===== config.mk =====
export PLATFORM = sky130hd
export DESIGN_NAME = imem_loader_fetch
export DESIGN_NICKNAME = d
export VERILOG_FILES = /design/src/rtl/imem_loader_fetch.sv
export SDC_FILE = /design/constraint.sdc
export NUM_CORES = 2
export LEC_CHECK = 0
export BUFFER_PORTS_ARGS = -buffer_cell sky130_fd_sc_hd__buf_2
export CORE_MARGIN = 3
export CORE_UTILIZATION = 30
export CTS_CLUSTER_SIZE = 24
export DETAILED_ROUTE_END_ITERATION = 16
export SLEW_MARGIN = 20
export SYNTH_ARGS = -nofsm -noshare
export SYNTH_HDL_FRONTEND = slang
export SYNTH_SLANG_ARGS = --single-unit

===== constraint.sdc =====
create_clock -name clk -period 6.7 [get_ports clk]
set_input_delay 2.01 -clock clk [delete_from_list [all_inputs] [get_ports clk]]
set_output_delay 2.01 -clock clk [all_outputs]
set_load 0.01 [all_outputs]

===== src/rtl/imem_loader_fetch.sv =====
// -----------------------------------------------------------------------------
// imem_loader_fetch
//
// Instruction memory for the pipelined RV64 core. It sits between the IF-stage
// PC register and the IF/ID pipeline register.
//   * Fetch port: registered, one-cycle latency, stall-aware, reports faults.
//   * Load port: byte-serial program loader. Bytes arrive in ascending address
//     order starting at byte address 0. They are assembled into little-endian
//     32-bit words before being written.
//
// Optional feature macro: IMEM_BOUNDS_CHECK_EN
//   defined   : a fetch at or beyond DEPTH_WORDS*4 faults and returns NOP_WORD.
//   undefined : the word index wraps modulo the memory size. Only a
//               misaligned fetch faults.
//
// Parameters:
//   DEPTH_WORDS : number of 32-bit words (a power of two, at least 4)
//   ADDR_W      : width of the fetch byte address
//   NOP_WORD    : word returned on a fault or an empty fetch
//
// Ports:
//   clk, reset_n    : clock, synchronous active-low reset
//   fetch_req       : fetch request for fetch_addr
//   fetch_addr      : fetch byte address (PC)
//   fetch_stall     : freeze the fetch outputs and ignore fetch_req
//   instruction     : fetched word
//   inst_valid      : instruction holds a completed fetch
//   inst_fault      : the completed fetch was misaligned or out of range
//   ld_start        : begin a program load at byte address 0
//   ld_valid        : ld_byte is valid
//   ld_byte         : program byte
//   ld_last         : final byte of the load
//   ld_ready        : loader accepts a byte this cycle
//   ld_busy         : load in progress; fetch is blocked
//   ld_done         : one-cycle pulse when a load completes
//   ld_err          : sticky; a byte was dropped past the end of memory
// -----------------------------------------------------------------------------
module imem_loader_fetch #(
  parameter int          DEPTH_WORDS = 64,
  parameter int          ADDR_W      = 64,
  parameter logic [31:0] NOP_WORD    = 32'h00000013
) (
  input  logic              clk,
  input  logic              reset_n,
  input  logic              fetch_req,
  input  logic [ADDR_W-1:0] fetch_addr,
  input  logic              fetch_stall,
  output logic [31:0]       instruction,
  output logic              inst_valid,
  output logic              inst_fault,
  input  logic              ld_start,
  input  logic              ld_valid,
  input  logic [7:0]        ld_byte,
  input  logic              ld_last,
  output logic              ld_ready,
  output logic              ld_busy,
  output logic              ld_done,
  output logic              ld_err
);

  localparam int IDX_W = $clog2(DEPTH_WORDS);
  // The pointer has one spare bit so that it can hold DEPTH_WORDS*4, the first
  // out-of-range byte address. It saturates there.
  localparam int PTR_W = IDX_W + 3;
  localparam logic [PTR_W-1:0] PTR_LIMIT = PTR_W'(DEPTH_WORDS * 4);

  typedef enum logic [1:0] {
    ST_IDLE = 2'd0,
    ST_LOAD = 2'd1,
    ST_DONE = 2'd2
  } ld_state_t;

  ld_state_t        state_r;
  ld_state_t        state_next_s;

  logic [PTR_W-1:0] ptr_r;
  logic [31:0]      buf_r;
  logic [31:0]      mem_r [DEPTH_WORDS];

  logic             ld_ready_r;
  logic             ld_busy_r;
  logic             ld_done_r;
  logic             ld_err_r;
  logic [31:0]      instruction_r;
  logic             inst_valid_r;
  logic             inst_fault_r;

  logic             byte_acc_s;
  logic             in_range_s;
  logic [1:0]       lane_s;
  logic [31:0]      word_s;
  logic             wr_en_s;
  logic             drop_s;

  logic [IDX_W-1:0] fetch_idx_s;
  logic             misalign_s;
  logic             oob_s;
  logic             fault_s;

  assign ld_ready    = ld_ready_r;
  assign ld_busy     = ld_busy_r;
  assign ld_done     = ld_done_r;
  assign ld_err      = ld_err_r;
  assign instruction = instruction_r;
  assign inst_valid  = inst_valid_r;
  assign inst_fault  = inst_fault_r;

  // Loader next-state logic.
  always_comb begin
    state_next_s = state_r;
    case (state_r)
      ST_IDLE: begin
        if (ld_start) begin
          state_next_s = ST_LOAD;
        end else begin
          state_next_s = ST_IDLE;
        end
      end
      ST_LOAD: begin
        // A restart request while loading is ignored.
        if (byte_acc_s && ld_last) begin
          state_next_s = ST_DONE;
        end else begin
          state_next_s = ST_LOAD;
        end
      end
      ST_DONE: state_next_s = ST_IDLE;
      default: state_next_s = ST_IDLE;
    endcase
  end

  // Loader state register and registered status outputs, decoded from the
  // next state.
  always_ff @(posedge clk) begin
    if (!reset_n) begin
      state_r    <= ST_IDLE;
      ld_ready_r <= 1'b0;
      ld_busy_r  <= 1'b0;
      ld_done_r  <= 1'b0;
    end else begin
      state_r    <= state_next_s;
      ld_ready_r <= (state_next_s == ST_LOAD);
      ld_busy_r  <= (state_next_s == ST_LOAD);
      ld_done_r  <= (state_next_s == ST_DONE);
    end
  end

  // Byte assembly: merge the incoming byte into its lane. On the last byte,
  // zero the lanes above it.
  always_comb begin
    byte_acc_s = ld_valid && ld_ready_r;
    in_range_s = (ptr_r < PTR_LIMIT);
    lane_s     = ptr_r[1:0];
    word_s     = buf_r;
    word_s[{lane_s, 3'b000} +: 8] = ld_byte;
    for (int i = 0; i < 4; i++) begin
      if (ld_last && (i > int'(lane_s))) begin
        word_s[8*i +: 8] = 8'h00;
      end else begin
        word_s[8*i +: 8] = word_s[8*i +: 8];
      end
    end
    // Writes are suppressed at a reset edge so that an aborted load leaves
    // memory untouched.
    wr_en_s = reset_n && byte_acc_s && in_range_s &&
              ((lane_s == 2'd3) || ld_last);
    drop_s  = byte_acc_s && !in_range_s;
  end

  // Loader pointer, assembly buffer and sticky overflow flag.
  always_ff @(posedge clk) begin
    if (!reset_n) begin
      ptr_r    <= '0;
      buf_r    <= 32'h0000_0000;
      ld_err_r <= 1'b0;
    end else if ((state_r == ST_IDLE) && ld_start) begin
      ptr_r    <= '0;
      buf_r    <= 32'h0000_0000;
      ld_err_r <= 1'b0;
    end else if (byte_acc_s) begin
      if (in_range_s) begin
        ptr_r <= ptr_r + PTR_W'(1);
        // After a word is written, the buffer restarts from zero.
        buf_r <= wr_en_s ? 32'h0000_0000 : word_s;
      end else begin
        ptr_r <= ptr_r;
        buf_r <= buf_r;
      end
      ld_err_r <= ld_err_r | drop_s;
    end else begin
      ptr_r    <= ptr_r;
      buf_r    <= buf_r;
      ld_err_r <= ld_err_r;
    end
  end

  // Memory write port. Contents survive reset.
  always_ff @(posedge clk) begin
    if (wr_en_s) begin
      mem_r[ptr_r[IDX_W+1:2]] <= word_s;
    end
  end

  // Fetch address decode and fault classification.
  always_comb begin
    fetch_idx_s = fetch_addr[IDX_W+1:2];
    misalign_s  = (fetch_addr[1:0] != 2'b00);
`ifdef IMEM_BOUNDS_CHECK_EN
    oob_s       = (fetch_addr >= ADDR_W'(DEPTH_WORDS * 4));
`else
    oob_s       = 1'b0;
`endif
    fault_s     = misalign_s || oob_s;
  end

  // Registered fetch port. A stall freezes the outputs. A fetch blocked by a
  // load, or no request at all, yields an empty NOP slot.
  always_ff @(posedge clk) begin
    if (!reset_n) begin
      instruction_r <= NOP_WORD;
      inst_valid_r  <= 1'b0;
      inst_fault_r  <= 1'b0;
    end else if (fetch_stall) begin
      instruction_r <= instruction_r;
      inst_valid_r  <= inst_valid_r;
      inst_fault_r  <= inst_fault_r;
    end else if (fetch_req && !ld_busy_r) begin
      instruction_r <= fault_s ? NOP_WORD : mem_r[fetch_idx_s];
      inst_valid_r  <= 1'b1;
      inst_fault_r  <= fault_s;
    end else begin
      instruction_r <= NOP_WORD;
      inst_valid_r  <= 1'b0;
      inst_fault_r  <= 1'b0;
    end
  end

endmodule


==> run summary <==
Post-CTS Setup Bufs -> 0
CTS buffer count -> 207
gr usage total -> 16.68%
Mapped Area -> 82220 µm²
DR iter-0 viols -> 6077
Reg power frac -> 54.0%
Avg Inst Size Synth -> 21.34 µm²
first-pass GRT wire length -> 329.7 mm
vias in the first global route -> 41.56k
# fillers -> 24.86k
setup TNS -> 0 ps
final WL -> 236.7 mm
Worst VDD drop -> 0.2786 mV
initial antenna violation count -> 13
Yosys warning count -> 0
switching portion of total power -> 21.26%
period utilization -> 71.89%
metal2 WL -> 112.7 mm
largest net degree at the start of global routing -> 66
Crit Path Category -> input port to flip-flop
post-CTS sizing -> 0
net switching power -> 0.005704 W
die width -> 529.5 µm
RSZ-0062 raised after global routing -> no
root buf cell -> clkbuf_16
Worst-path clk slew -> 60 ps
final non-filler cell total -> 7857
HP Class -> flip-flop to flip-flop
sequential area share after synthesis -> 76.74%
CP Capture Type -> flip-flop
logic gate share of total power -> 3.9%
Main synth FF type -> edfxtp_1
Final Hold Viols -> 0
CP required -> 7210 ps
arrival time at the worst endpoint -> 5320 ps
gpl congestion -> 0.8053
Initial DRT Pass Iterations -> 6
I/O Buffers -> 60
crit start category -> input port
total gr overflow -> 0
Max Slew Vio Count -> 0
headroom to the max-slew limit -> 14.19%
number of synthesized register bits -> 2128
Internal Power -> 0.02113 W
# DRC -> 0
routed length on met1 -> 95.14 mm
Worst-Skew Late Latency -> 860 ps
Mapped Nets -> 3939
total die area -> 280400 µm²
Post-Synthesis Cells -> 3853
fmax -> 0.2076 GHz
Static Leak -> 26.86 nW
Worst Clk Skew -> 69.00 ps
Final setup viols -> 0
Post-synth EDFFs -> 2048
Met3 Wirelength -> 21.62 mm
placed cell count -> 7471
dpl hpwl -> 141.7 mm
crit path time final -> 4817 ps
average wire per standard cell -> 30.12 µm
Max-Cap Viols -> 0
CTS Sinks -> 2128
Vias/cell -> 5.313
ratio of cells with drive above 1 in the final layout -> 27.93%
Async SR Flop Fraction -> 0%
Top Ports -> 117
Starting Density -> 30.26%
clk buf depth -> 3
remaining antenna violation count -> 0
Worst Tran Pin Value -> 1285 ps
Yosys cell types -> 75
Clock power frac -> 42.1%
hold buffers post-CTS -> 0
Critical Path Fanout Max -> 35
Die Y -> 529.5 µm
Pwr per Cell Area -> 282.7 nW/µm²
Top Layer Used -> met4
status -> finished clean
Total Nets Final -> 4198
DR vias -> 41.74k
CORE AREA -> 271700 µm²
H-tree levels -> 4
num rows -> 191
TritonCTS clock tree -> yes
Area growth syn-to-layout -> 15.46%
==> cells in the mapped netlist, types with 7 or more instances <==
cell       count  area [µm²]
mux2_2        21       236.5
nor2_1       176       660.6
a32oi_1       21       183.9
nand3_1       48       240.2
buf_6         40       450.4
a31oi_1       10       62.56
nand2_1      144       540.5
o21ai_0       28       140.1
o22ai_1       54       337.8
dfxtp_1       80        1602
a21oi_1       53       265.3
a22oi_1       62       465.5
nor2b_1       30       187.7
and2_1        10       62.56
buf_1         13       48.80
nand2b_1      25       156.4
nor3_1        28       140.1
edfxtp_1    2048       61500
a211oi_1      18       135.1
inv_1         18       67.56
ha_1           7       87.58
buf_2         52       260.3
a311oi_1      10       87.58
mux4_2       512       11530
a221oi_1       9       78.83
clkbuf_1      53       198.9
mux2i_1       98       980.9
buf_4         49       367.9
nand3b_1       8       60.06
o211ai_1       9       67.56
a2111oi_0     10       87.58
==> registers in the layout, indices dropped and copies added (netlist names) <==
name / flops
mem_r: 2048
ld_done: 1
ld_err: 1
ld_busy: 1
inst_valid: 1
buf_r: 32
state_r: 2
ptr_r: 9
inst_fault: 1
instruction: 32
==> power by group through the flow <==
stage / clock network, W / logic [W] / registers, W
detailed placement: 0 / 0.00104 / 0.0148
CTS: 0.0115 / 0.00104 / 0.0145
global route: 0.0120 / 0.00109 / 0.0145
floorplan: 0 / 0.000640 / 0.0148
finish: 0.0113 / 0.00103 / 0.0145
global placement: 0 / 0.00102 / 0.0148
==> layer usage <==
metal,up-vias,GRT usage (%)
met5,-,0
met1,22656,22.99
li1,16665,-
met2,2085,26.62
met3,337,3.418
met4,0,5.017
==> worst paths after layout <==
kind | start | endpoint | slack (ps) | cells past startpoint
worst min-delay path | instruction[21] | instruction[21] | 460 | 2
worst max register to register | ld_busy | mem_r[30][10] | 2220 | 6
worst max-delay path | ld_valid | mem_r[30][10] | 1880 | 7
worst min register to register | instruction[21] | instruction[21] | 460 | 2
==> per-stage QoR <==
| stage | hold WS [ps] | utilization, % | total power, W | area, µm² | setup slack [ps] |
|---|---|---|---|---|---|
| finish | 458.3 | 34.94 | 0.02683 | 94930 | 1883 |
| CTS | 463.4 | 34.92 | 0.02699 | 94870 | 1953 |
| global placement | 449.4 | 32.48 | 0.01580 | 88240 | 1044 |
| global route | 474.0 | 34.94 | 0.02757 | 94930 | 1739 |
| detailed placement | 453.4 | 32.50 | 0.01581 | 88320 | 1072 |
| floorplan | 458.5 | - | 0.01543 | 82220 | 1947 |
==> cell families after synthesis <==
kind of cell    Yosys count  share of synthesized area (%)
mux                     633                          15.55
buf+inv                 235                          1.853
compound gates          328                          2.770
fa+ha+maj                 7                         0.1065
flops                  2128                          76.74
simple gates            516                          2.911
xor+xnor                  6                        0.06391
==> placed cells by master, fill, tap and decap left out, drive strengths merged, types with 6 or more instances in the layout <==
master,netlist,layout
edfxtp,2048,2048
mux4,513,513
buf,160,265
clkbuf,55,261
nor2,176,176
nand2,144,144
mux2i,98,98
clkinv,1,94
dfxtp,80,80
a22oi,62,62
o22ai,54,54
a21oi,53,53
nand3,48,48
o21ai,34,34
inv,19,31
nor2b,30,30
nor3,28,28
nand2b,25,25
mux2,22,22
a32oi,21,21
a211oi,18,18
bufinv,0,13
and2,11,11
a311oi,10,10
a31oi,10,10
a2111oi,10,10
o211ai,9,9
a221oi,9,9
nand3b,8,8
ha,7,7
nor4,7,7
o311ai,7,7
o221ai,6,6
xor2,6,6
or2,6,6
==> layout make-up <==
class                      instances  area (µm²)  share of cell area, %
antenna                            2       5.005               0.005272
multi-input combinational       1490       18410                  19.39
clock inverter                   121        1082                  1.140
timing repair buffer             265        2325                  2.449
inverter                          20       75.07                0.07908
sequential                      2128       63100                  66.47
tap                             3570        4467                  4.705
clock buffer                     261        5473                  5.765
==> worst max-delay path: stages <==
cell      delay (ps)
buf_2            110
nand3b_1          70
buf_4            300
nor3_1           520
nand3_1          780
nor2_4          1090
buf_4            420
No activity file was read; power rests on OpenSTA's default activity.
